===== config.mk =====
export PLATFORM = sky130hd
export DESIGN_NAME = pll_reset_sequencer
export DESIGN_NICKNAME = d
export VERILOG_FILES = /design/src/rtl/pll_reset_sequencer.sv
export SDC_FILE = /design/constraint.sdc
export NUM_CORES = 1
export LEC_CHECK = 0
export CORE_MARGIN = 2
export CORE_UTILIZATION = 52
export DETAILED_ROUTE_END_ITERATION = 8
export HOLD_SLACK_MARGIN = 0.15
export PLACE_DENSITY = 0.87
export SYNTH_ARGS = -nofsm -noshare
export SYNTH_HDL_FRONTEND = slang
export SYNTH_SLANG_ARGS = --single-unit

===== constraint.sdc =====
create_clock -name clk -period 1.8 [get_ports clk]
set_input_delay 0.36 -clock clk [delete_from_list [all_inputs] [get_ports clk]]
set_output_delay 0.36 -clock clk [all_outputs]
set_load 0.01 [all_outputs]

===== src/rtl/pll_reset_sequencer.sv =====
// Qualifies the asynchronous PLL lock flag and releases a clean fabric reset once lock has held long enough.
// Define PLL_SEQ_TICK_EN to build the periodic clock-enable tick generator; otherwise tick is constant 0.
module pll_reset_sequencer #(
   parameter int SYNC_STAGES   = 2,
   parameter int STABLE_CYCLES = 1024,
   parameter int CNT_W         = 4,
   parameter int TICK_DIV      = 48000
) (
   input  logic             clk,
   input  logic             rst_n,
   input  logic             locked,
   input  logic             clr_lost,
   output logic             sys_rst_n,
   output logic             ready,
   output logic             lock_lost,
   output logic [CNT_W-1:0] loss_count,
   output logic             tick
);
   localparam int               SC_W        = $clog2(STABLE_CYCLES + 1);
   localparam logic [SC_W-1:0]  STABLE_LAST = SC_W'(STABLE_CYCLES - 1);
   localparam logic [CNT_W-1:0] CNT_MAX     = {CNT_W{1'b1}};

   typedef enum logic [1:0] {
      WAIT_LOCK = 2'd0,
      STABLE    = 2'd1,
      RUN       = 2'd2
   } state_t;

   state_t                 r_state;
   state_t                 w_next_state;
   logic [SYNC_STAGES-1:0] r_sync;
   logic [SC_W-1:0]        r_stable_cnt;
   logic [SC_W-1:0]        w_stable_cnt_next;
   logic                   r_sys_rst_n;
   logic                   r_ready;
   logic                   r_lock_lost;
   logic [CNT_W-1:0]       r_loss_count;
   logic                   w_lock_s;
   logic                   w_next_run;
   logic                   w_loss_event;

   assign w_lock_s     = r_sync[SYNC_STAGES-1];
   assign w_next_run   = (w_next_state == RUN);
   assign w_loss_event = (r_state == RUN) && !w_lock_s;

   // lock synchronizer: the only place the raw lock flag is sampled
   always_ff @(posedge clk or negedge rst_n) begin
      if (!rst_n) begin
         r_sync <= {SYNC_STAGES{1'b0}};
      end else begin
         r_sync <= {r_sync[SYNC_STAGES-2:0], locked};
      end
   end

   // next-state logic; any lock drop outside RUN simply restarts qualification
   always_comb begin
      w_next_state      = WAIT_LOCK;
      w_stable_cnt_next = {SC_W{1'b0}};
      case (r_state)
         WAIT_LOCK: begin
            if (w_lock_s) w_next_state = STABLE;
            else          w_next_state = WAIT_LOCK;
         end
         STABLE: begin
            if (!w_lock_s) begin
               w_next_state = WAIT_LOCK;
            end else if (r_stable_cnt == STABLE_LAST) begin
               w_next_state = RUN;
            end else begin
               w_next_state      = STABLE;
               w_stable_cnt_next = r_stable_cnt + SC_W'(1);
            end
         end
         RUN: begin
            if (w_lock_s) w_next_state = RUN;
            else          w_next_state = WAIT_LOCK;
         end
         default: begin
            w_next_state = WAIT_LOCK;
         end
      endcase
   end

   // state register and registered reset outputs, both driven from the next state
   always_ff @(posedge clk or negedge rst_n) begin
      if (!rst_n) begin
         r_state      <= WAIT_LOCK;
         r_stable_cnt <= {SC_W{1'b0}};
         r_sys_rst_n  <= 1'b0;
         r_ready      <= 1'b0;
      end else begin
         r_state      <= w_next_state;
         r_stable_cnt <= w_stable_cnt_next;
         r_sys_rst_n  <= w_next_run;
         r_ready      <= w_next_run;
      end
   end

   // loss bookkeeping: a simultaneous clear never hides a new loss event
   always_ff @(posedge clk or negedge rst_n) begin
      if (!rst_n) begin
         r_lock_lost  <= 1'b0;
         r_loss_count <= {CNT_W{1'b0}};
      end else begin
         if (w_loss_event)  r_lock_lost <= 1'b1;
         else if (clr_lost) r_lock_lost <= 1'b0;
         else               r_lock_lost <= r_lock_lost;
         if (w_loss_event && (r_loss_count != CNT_MAX)) r_loss_count <= r_loss_count + CNT_W'(1);
         else                                           r_loss_count <= r_loss_count;
      end
   end

`ifdef PLL_SEQ_TICK_EN
   localparam int              TK_W      = $clog2(TICK_DIV);
   localparam logic [TK_W-1:0] TICK_LAST = TK_W'(TICK_DIV - 1);

   logic [TK_W-1:0] r_tick_cnt;
   logic            r_tick;
   logic            w_stay_run;
   logic            w_tick_hit;

   assign w_stay_run = (r_state == RUN) && w_next_run;
   assign w_tick_hit = w_stay_run && (r_tick_cnt == TICK_LAST);

   // tick divider runs only while RUN persists; leaving RUN discards the partial period
   always_ff @(posedge clk or negedge rst_n) begin
      if (!rst_n) begin
         r_tick_cnt <= {TK_W{1'b0}};
         r_tick     <= 1'b0;
      end else begin
         r_tick <= w_tick_hit;
         if (!w_stay_run || w_tick_hit) r_tick_cnt <= {TK_W{1'b0}};
         else                           r_tick_cnt <= r_tick_cnt + TK_W'(1);
      end
   end

   assign tick = r_tick;
`else
   // TICK_DIV is a positive period, so this folds to constant 0
   assign tick = (TICK_DIV < 0) ? 1'b1 : 1'b0;
`endif

   assign sys_rst_n  = r_sys_rst_n;
   assign ready      = r_ready;
   assign lock_lost  = r_lock_lost;
   assign loss_count = r_loss_count;

endmodule


==> results of run 1 <==
[synth_stat cells, types with 2 or more instances]
cell      instances
a21oi_1           7
a22o_1            2
buf_4             2
dfrtp_1          21
ha_1              2
inv_1             3
nand2_1           4
nand2b_1          2
nand3_1           6
nand4_2           2
nor2_1            5
o21ai_0           3
o31ai_1           2
or3_1             3
or4_1             2
xnor2_1           5
[sequential cells by signal (all words and copies together), names as in the netlist]
name,count
r_stable_cnt,11
loss_count,4
r_state,2
r_sync,2
lock_lost,1
ready,1
[final cells by class]
class / instances / share of cell area [%]
Clock buffer: 4 / 2.397
Multi-Input combinational cell: 57 / 35.96
Timing Repair Buffer: 11 / 9.817
Tap cell: 25 / 2.854
Sequential cell: 21 / 47.95
Inverter: 3 / 1.027
[worst paths after layout]
check                                      from              end  slack [ns]  depth (start not counted)
worst max-delay path              loss_count[2]    loss_count[2]        0.17                          1
worst min-delay path                  r_sync[0]        r_sync[1]        0.37                          0
worst max register to register  r_stable_cnt[0]  r_stable_cnt[2]        0.24                          4
worst min register to register        r_sync[0]        r_sync[1]        0.37                          0
max in group asynchronous                 rst_n  r_stable_cnt[7]        1.20                          2
min in group asynchronous                 rst_n  r_stable_cnt[2]        0.39                          2
[through the flow]
stage,cells,instance area [um2],setup WS [ns]
2_1_floorplan,84,949.7,0.4262
3_3_place_gp,117,1070,0.3277
3_5_place_dp,117,1070,0.2634
4_1_cts,121,1096,0.1685
5_1_grt,121,1096,0.1172
6_report,121,1096,0.1726
[routing by layer]
metal	share of wire, %	routed length, um	up-vias	GRT usage (%)
li1	-	-	318	-
met1	52	748	291	21.59
met2	44	635	9	23.33
met3	2.8	41	2	3.462
met4	1.2	18	0	5.000
met5	0	0	-	0
[power by group]
| group | internal (mW) | switching [mW] |
|---|---|---|
| clock network | 0.0861 | 0.129 |
| registers | 0.477 | 0.00519 |
| logic | 0.0114 | 0.0175 |
| total | 0.575 | 0.152 |
[logic make-up (layout without fill, tap and decap cells)]
| logic type | after synthesis | after routing |
|---|---|---|
| compound gates | 16 | 16 |
| xor+xnor | 6 | 6 |
| fa+ha+maj | 2 | 2 |
| buf+inv | 6 | 18 |
| flops | 21 | 21 |
| mux | 1 | 1 |
| other cells | 1 | 1 |
| simple gates | 31 | 31 |
==> metrics, run 1 <==
Synth area leader=dfrtp_1; # setup viols final=0; Post-Synth Adder-Cell Area=2.635%; Register Area=525.5 um2; Post-Synth Simple-Gate Area=20.03%; Yosys reg bits=21; first-pass iteration count of the detailed router=2; Port-buffer cells=10; Synth cell types=29; post-CTS resize count=0; hpwl dp=1013 um; first-pass GRT wire length=2346 um; diode count=0; Lkg Pwr=0.4775 nW; Nets=103; Syn-to-layout area delta=15.41%; Critical Path Sink Type=output pin; Core Box Area=1727 um2; layout cells sized above 1=10.42%; largest family of logic cells by synthesized area=simple AND/OR/NAND/NOR gates; Max VDD drop=0.0003323 V; wire per inst=11.93 um; DR DRC count=0; register area share after synthesis=55.34%; Final Util=63.48%; pin count of the biggest net entering global routing=22; most frequent cells in the layout=dfrtp_1 (21), clkdlybuf4s50_1 (10), a21oi_1 (7); IO Pins=12; syn_nets=90; total track usage=15.21%; worst path required time=1.44 ns; min Tclk post-route=1.627 ns; final setup skew=0.002738 ns; chip width=46.74 um; startpoint types=flip-flop; cts hold-fix bufs=0; fill count=136; CTS tree=built; CTS H-tree depth=1; Num CTS Buffers=3; top post-synthesis cells by area=dfrtp_1 (55%), xnor2_1 (4.6%), a21oi_1 (3.7%); area of the multi-input gates=394.1 um2; Final period util=90.41%; status=complete, no violations; Detail Route Antenna Nets=0; final hold slack=0.3650 ns; fraction of registers with async set/reset=100.0%; Post-Syn Area per Cell=11.31 um2; Die Footprint=2184 um2; row cnt=15; Max Slew Vio Count=0; vias in the first global route=536; crit path kind=reg -> out; post-synthesis compound-gate area fraction=11.73%; CP Cell Sequence=clkdlybuf4s50_1; initial antenna violation count=0; Max-Cap Viols=0; Max Fanout on Critical Path=4; Crit path max-delay family=buffers and inverters; Post-Syn Area=949.7 um2; gpl congestion=0.7855; Reg clk slew, reported paths=0.10 ns; Worst Hold Class=reg -> reg; Main synth FF type=dfrtp_1; clk_lat worst skew=0.29 ns; Initial Utilization=55.00%; Pwr Total=0.7264 mW; Power Density=662.8 nW/um2; CP Buf/Inv Count=1; top cell type's share of synthesized area=55.34%; fmax=614.5 MHz; WP data arrival=1.27 ns; RSZ-0062 raised after global routing=false; Post-synth EDFFs=0; routed vias/inst=5.124; Slowest cell on crit path=clkdlybuf4s50_1; vias=620; most common cell after layout, fill and taps aside=dfrtp_1; Syn Inst Count=84; gr ovfl total=0; Max Root-Sink Buffers=2; Chip Height=46.74 um; 1st-iter DRT viols=12; synth warn=0; multiplexer share of the synthesized area=1.186%; setup TNS=0 ns; Worst path max stage delay=0.56 ns; XOR/XNOR Fraction of Synth Area=5.534%; Final Hold Viols=0; Setup Fix Bufs, Post-CTS=0; root buffer cell=clkbuf_4; clock sinks=21; final wirelength=1444 um
Power figures use the tool's default switching activity.
==> run 2: changes to the inputs <==
Settings changed: CAP_MARGIN set to 20, CORE_ASPECT_RATIO set to 1.1.
==> run 2 against run 1 <==
- sequential power is essentially flat
- power grew 0.18%
- final cell count shrank 5.8%
- clock skew grew 0.0024 ns
- wire length grew 3.5%
- combinational power grew 3%
- hold slack lost 0.0014 ns
- die area is essentially flat
==> metrics, run 2 (synthesized netlist as in run 1, its figures left out) <==
Pint=0.5711 mW (was 0.5746 mW); total track usage=15.22% (was 15.21%); initial antenna violation count=0 (unchanged); Clock power frac=29.7% (was 29.6%); layout cells sized above 1=11.46% (was 10.42%); Max-Cap Viols=0 (unchanged); crit path kind=reg -> out (unchanged); hpwl dp=1098 um (was 1013 um); final wirelength=1495 um (was 1444 um); WP data arrival=1.27 ns (about the same); Crit path max-delay family=buffers and inverters (unchanged); Nets=103 (unchanged); min Tclk post-route=1.631 ns (was 1.627 ns); Lkg Pwr=0.4803 nW (was 0.4775 nW); Final Util=62.50% (was 63.48%); Initial Utilization=54.53% (was 55.00%); CP Cell Sequence=clkdlybuf4s50_1 (unchanged); wire per inst=13.11 um (was 11.93 um); fmax=613.2 MHz (was 614.5 MHz); Num CTS Buffers=3 (unchanged); final setup skew=0.005158 ns (was 0.002738 ns); CP Buf/Inv Count=1 (unchanged); post-CTS resize count=0 (unchanged); Reg power frac=66.2% (was 66.4%); Largest register FFs=11 (unchanged); CTS H-tree depth=1 (unchanged); most common cell after layout, fill and taps aside=dfrtp_1 (unchanged); row cnt=16 (was 15); Max VDD drop=0.0005281 V (was 0.0003323 V); # placed instances=110 (was 117); Critical Path Sink Type=output pin (unchanged); gr ovfl total=0 (unchanged); vias=653 (was 620); Hold Crit Endpoint=r_sync[1] (unchanged); Core Box Area=1742 um2 (was 1727 um2); clk_lat worst skew=0.29 ns (about the same); startpoint types=flip-flop (unchanged); worst path required time=1.44 ns (about the same); RSZ-0062 raised after global routing=false (unchanged); Slowest cell on crit path=clkdlybuf4s50_1 (unchanged); Final Hold Viols=0 (unchanged); Max Root-Sink Buffers=2 (unchanged); first-pass iteration count of the detailed router=4 (was 2); cts hold-fix bufs=0 (unchanged); Detail Route Antenna Nets=0 (unchanged); Max Fanout on Critical Path=4 (unchanged); r2r setup slk=0.22 ns (was 0.24 ns); diode count=0 (unchanged); # setup viols final=0 (unchanged); Power Density=668.6 nW/um2 (was 662.8 nW/um2); Worst Hold Class=reg -> reg (unchanged); Reg-to-Reg Start=r_stable_cnt[0] (unchanged); root buffer cell=clkbuf_4 (unchanged); Worst path max stage delay=0.55 ns (was 0.56 ns); Syn-to-layout area delta=14.62% (was 15.41%); Worst R2R End=r_stable_cnt[2] (unchanged); Comb power frac=4.1% (was 4.0%); IO Pins=12 (unchanged); Net Sw Frac=21.53% (was 20.91%); Setup Fix Bufs, Post-CTS=0 (unchanged); hold depth=0 (unchanged); Max Slew Vio Count=0 (unchanged); gpl congestion=0.7635 (was 0.7855); routed vias/inst=5.728 (was 5.124); fin cells=114 (was 121); Reg clk slew, reported paths=0.11 ns (was 0.10 ns); first-pass GRT wire length=2490 um (was 2346 um); vias in the first global route=591 (was 536); pin count of the biggest net entering global routing=22 (unchanged); cells on worst reg2reg path=4 (unchanged); largest reg by FF count=r_stable_cnt (unchanged); 1st-iter DRT viols=15 (was 12); setup TNS=0 ns (unchanged); Final period util=90.60% (was 90.41%); most frequent cells in the layout=dfrtp_1 (21), clkdlybuf4s50_1 (10), a21oi_1 (7) (unchanged); clock sinks=21 (unchanged); CP Launch Point=loss_count[2] (unchanged); Die Footprint=2184 um2 (about the same); Hold Path Origin=r_sync[0] (unchanged); DR DRC count=0 (unchanged); chip width=44.75 um (was 46.74 um); Chip Height=48.82 um (was 46.74 um); status=complete, no violations (unchanged); fill count=143 (was 136); CTS tree=built (unchanged); sw power=0.1567 mW (was 0.1519 mW); Port-buffer cells=10 (unchanged); Pwr Total=0.7278 mW (was 0.7264 mW)
run 2: cell types whose count changed in the layout (fill, tap and decap cells not counted):
cell	before	now
clkbuf_1	1	0
clkinv_2	0	1
run 2: final cells by class:
cell class,instances,area [um2],share of cell area (%)
Tap cell,18,22.52,2.069
Multi-Input combinational cell,57,394.1,36.21
Timing Repair Buffer,11,107.6,9.885
Clock inverter,1,5.005,0.4598
Inverter,3,11.26,1.034
Clock buffer,3,22.52,2.069
Sequential cell,21,525.5,48.28
run 2: power by group through the flow:
| stage | Sequential, mW | Combinational [mW] | Clock (mW) |
|---|---|---|---|
| after floorplan | 0.490 | 0.0133 | 0 |
| after global placement | 0.491 | 0.0297 | 0 |
| after detailed placement | 0.491 | 0.0306 | 0 |
| after CTS | 0.482 | 0.0307 | 0.223 |
| after global routing | 0.483 | 0.0345 | 0.246 |
| final | 0.482 | 0.0298 | 0.216 |
run 2: how the worst max path moves through the flow:
stage	end	slack, ns	cells after the start
3_5_place_dp	r_stable_cnt[2]	0.24	4
6_report	loss_count[2]	0.17	1
5_1_grt	r_stable_cnt[7]	0.1	4
4_1_cts	loss_count[2]	0.16	1
3_3_place_gp	r_stable_cnt[3]	0.32	4
2_1_floorplan	r_stable_cnt[2]	0.43	4
run 2: metal layers:
layer / up-vias / GRT usage (%) / share of wire, %
met3: 2 / 3.333 / 3.2
met2: 13 / 24.15 / 49
met4: 0 / 4.545 / 1.0
li1: 319 / - / -
met5: - / 0 / 0
met1: 319 / 20.54 / 46
run 2: per-stage QoR:
stage / instance area [um2] / hold WS (ns) / setup WS (ns)
after floorplan: 949.7 / 0.06441 / 0.4262
final: 1089 / 0.3636 / 0.1691
after CTS: 1089 / 0.3658 / 0.1620
after detailed placement: 1061 / 0.3393 / 0.2446
after global placement: 1061 / 0.3343 / 0.3248
after global routing: 1089 / 0.3799 / 0.09888
==> run 3: changes to the inputs <==
Settings changed: CORE_ASPECT_RATIO 1.1 to not set, CORE_MARGIN 2 to 4.
==> run 3 against run 2 <==
- register-to-register slack improved by 0.05 ns
- via count fell by 2.1%
- critical path depth did not move
- flip-flop and latch count did not move
- hold slack got worse by 0.0032 ns
- critical path type unchanged
- highest routed layer unchanged
- core utilization rose by 1.1 points
- clock power rose by 5%
- setup slack got worse by 0.030 ns
- largest power group unchanged
- wire length rose by 1.5%
- maximum frequency fell by 1.8%
==> metrics, run 3 (synthesized netlist as in run 1, its figures left out) <==
total track usage=14.48% (was 15.22%); Final Util=63.55% (was 62.50%); first-pass iteration count of the detailed router=4 (unchanged); layout cells sized above 1=11.46% (unchanged); Max Fanout on Critical Path=4 (unchanged); clock sinks=21 (unchanged); pin count of the biggest net entering global routing=22 (unchanged); # setup viols final=0 (unchanged); chip width=50.74 um (was 44.75 um); CTS tree=built (unchanged); gpl congestion=0.8059 (was 0.7635); vias in the first global route=665 (was 591); setup slack after layout=0.1393 ns (was 0.1691 ns); Power Density=672.7 nW/um2 (was 668.6 nW/um2); largest reg by FF count=r_stable_cnt (unchanged); Nets=103 (unchanged); post-CTS resize count=0 (unchanged); CP Cell Sequence=clkdlybuf4s50_1 (unchanged); Max-Cap Viols=0 (unchanged); final setup skew=0.003850 ns (was 0.005158 ns); most frequent cells in the layout=dfrtp_1 (21), clkdlybuf4s50_1 (10), a21oi_1 (7) (unchanged); initial antenna violation count=0 (unchanged); Max Root-Sink Buffers=2 (unchanged); Crit path max-delay family=buffers and inverters (unchanged); IO Pins=12 (unchanged); row cnt=15 (was 16); fin cells=121 (was 114); area of the multi-input gates=394.1 um2 (unchanged); Reg clk slew, reported paths=0.12 ns (was 0.11 ns); min Tclk post-route=1.661 ns (was 1.631 ns); Max VDD drop=0.0005266 V (was 0.0005281 V); Worst path max stage delay=0.57 ns (was 0.55 ns); Largest register FFs=11 (unchanged); clk_lat worst skew=0.30 ns (was 0.29 ns); Num CTS Buffers=3 (unchanged); Die Footprint=2574 um2 (was 2184 um2); Slowest cell on crit path=clkdlybuf4s50_1 (unchanged); root buffer cell=clkbuf_4 (unchanged); worst path required time=1.44 ns (about the same); Register Area=525.5 um2 (unchanged); diode count=0 (unchanged); Max Slew Vio Count=0 (unchanged); Core Box Area=1727 um2 (was 1742 um2); first-pass GRT wire length=2787 um (was 2490 um); Worst Hold Class=reg -> reg (unchanged); Port-buffer cells=10 (unchanged); CP Buf/Inv Count=1 (unchanged); crit path kind=reg -> out (unchanged); Chip Height=50.74 um (was 48.82 um); wire per inst=12.54 um (was 13.11 um); setup TNS=0 ns (unchanged); vias=639 (was 653); most common cell after layout, fill and taps aside=dfrtp_1 (unchanged); DR DRC count=0 (unchanged); hpwl dp=1138 um (was 1098 um); status=complete, no violations (unchanged); cts hold-fix bufs=0 (unchanged); Detail Route Antenna Nets=0 (unchanged); RSZ-0062 raised after global routing=false (unchanged); Final period util=92.26% (was 90.60%); Critical Path Sink Type=output pin (unchanged); Final Hold Viols=0 (unchanged); 1st-iter DRT viols=8 (was 15); Syn-to-layout area delta=15.55% (was 14.62%); Initial Utilization=55.00% (was 54.53%); Setup WS pre-CTS=0.2760 ns (was 0.2446 ns); gr ovfl total=0 (unchanged); fill count=147 (was 143); # placed instances=117 (was 110); final wirelength=1517 um (was 1495 um); Setup Fix Bufs, Post-CTS=0 (unchanged); CTS H-tree depth=1 (unchanged); startpoint types=flip-flop (unchanged); routed vias/inst=5.281 (was 5.728); fmax=602.1 MHz (was 613.2 MHz); Lkg Pwr=0.4803 nW (unchanged); WP data arrival=1.30 ns (was 1.27 ns)
run 3: cell counts in the layout (fill, tap and decap cells not counted):
Identical to the previous run, type by type.
run 3: stage by stage:
stage | hold slack (ns) | cell area (um2) | power (mW)
3_3_place_gp | 0.3324 | 1070 | 0.5197
5_1_grt | 0.3660 | 1097 | 0.7714
4_1_cts | 0.3637 | 1097 | 0.7476
3_5_place_dp | 0.3347 | 1070 | 0.5215
6_report | 0.3604 | 1097 | 0.7382
2_1_floorplan | 0.06441 | 949.7 | 0.5037
run 3: power breakdown:
part           switching [mW]  internal (mW)
Combinational          0.0179         0.0115
Sequential            0.00502          0.477
Clock                   0.144         0.0827
Total                   0.167          0.571
run 3: cell type report:
cell class | count | area share, %
flip-flops and latches | 21 | 47.89
multi-input cells | 57 | 35.92
repair buffers | 11 | 9.806
well taps | 25 | 2.851
clock buffers | 3 | 2.052
inverters | 3 | 1.026
clock inverters | 1 | 0.4561
run 3: layer usage:
layer  wire, um  part of all wire, %  global-route usage (%)  up-vias
met5          0                    0                       0        -
met4         22                  1.5                   6.726        0
met3         47                  3.1                   1.780        2
met2        749                   49                   24.78       11
met1        698                   46                   18.11      309
li1           -                    -                       -      317
run 3: worst paths after layout:
path,startpoint,end,slack (ns),cells after the start
worst min-delay path,r_sync[0],r_sync[1],0.36,0
max in group asynchronous,rst_n,r_stable_cnt[4],1.21,2
worst min register to register,r_sync[0],r_sync[1],0.36,0
worst max register to register,r_stable_cnt[0],r_stable_cnt[2],0.27,4
worst max-delay path,loss_count[2],loss_count[2],0.14,1
min in group asynchronous,rst_n,r_stable_cnt[6],0.38,2
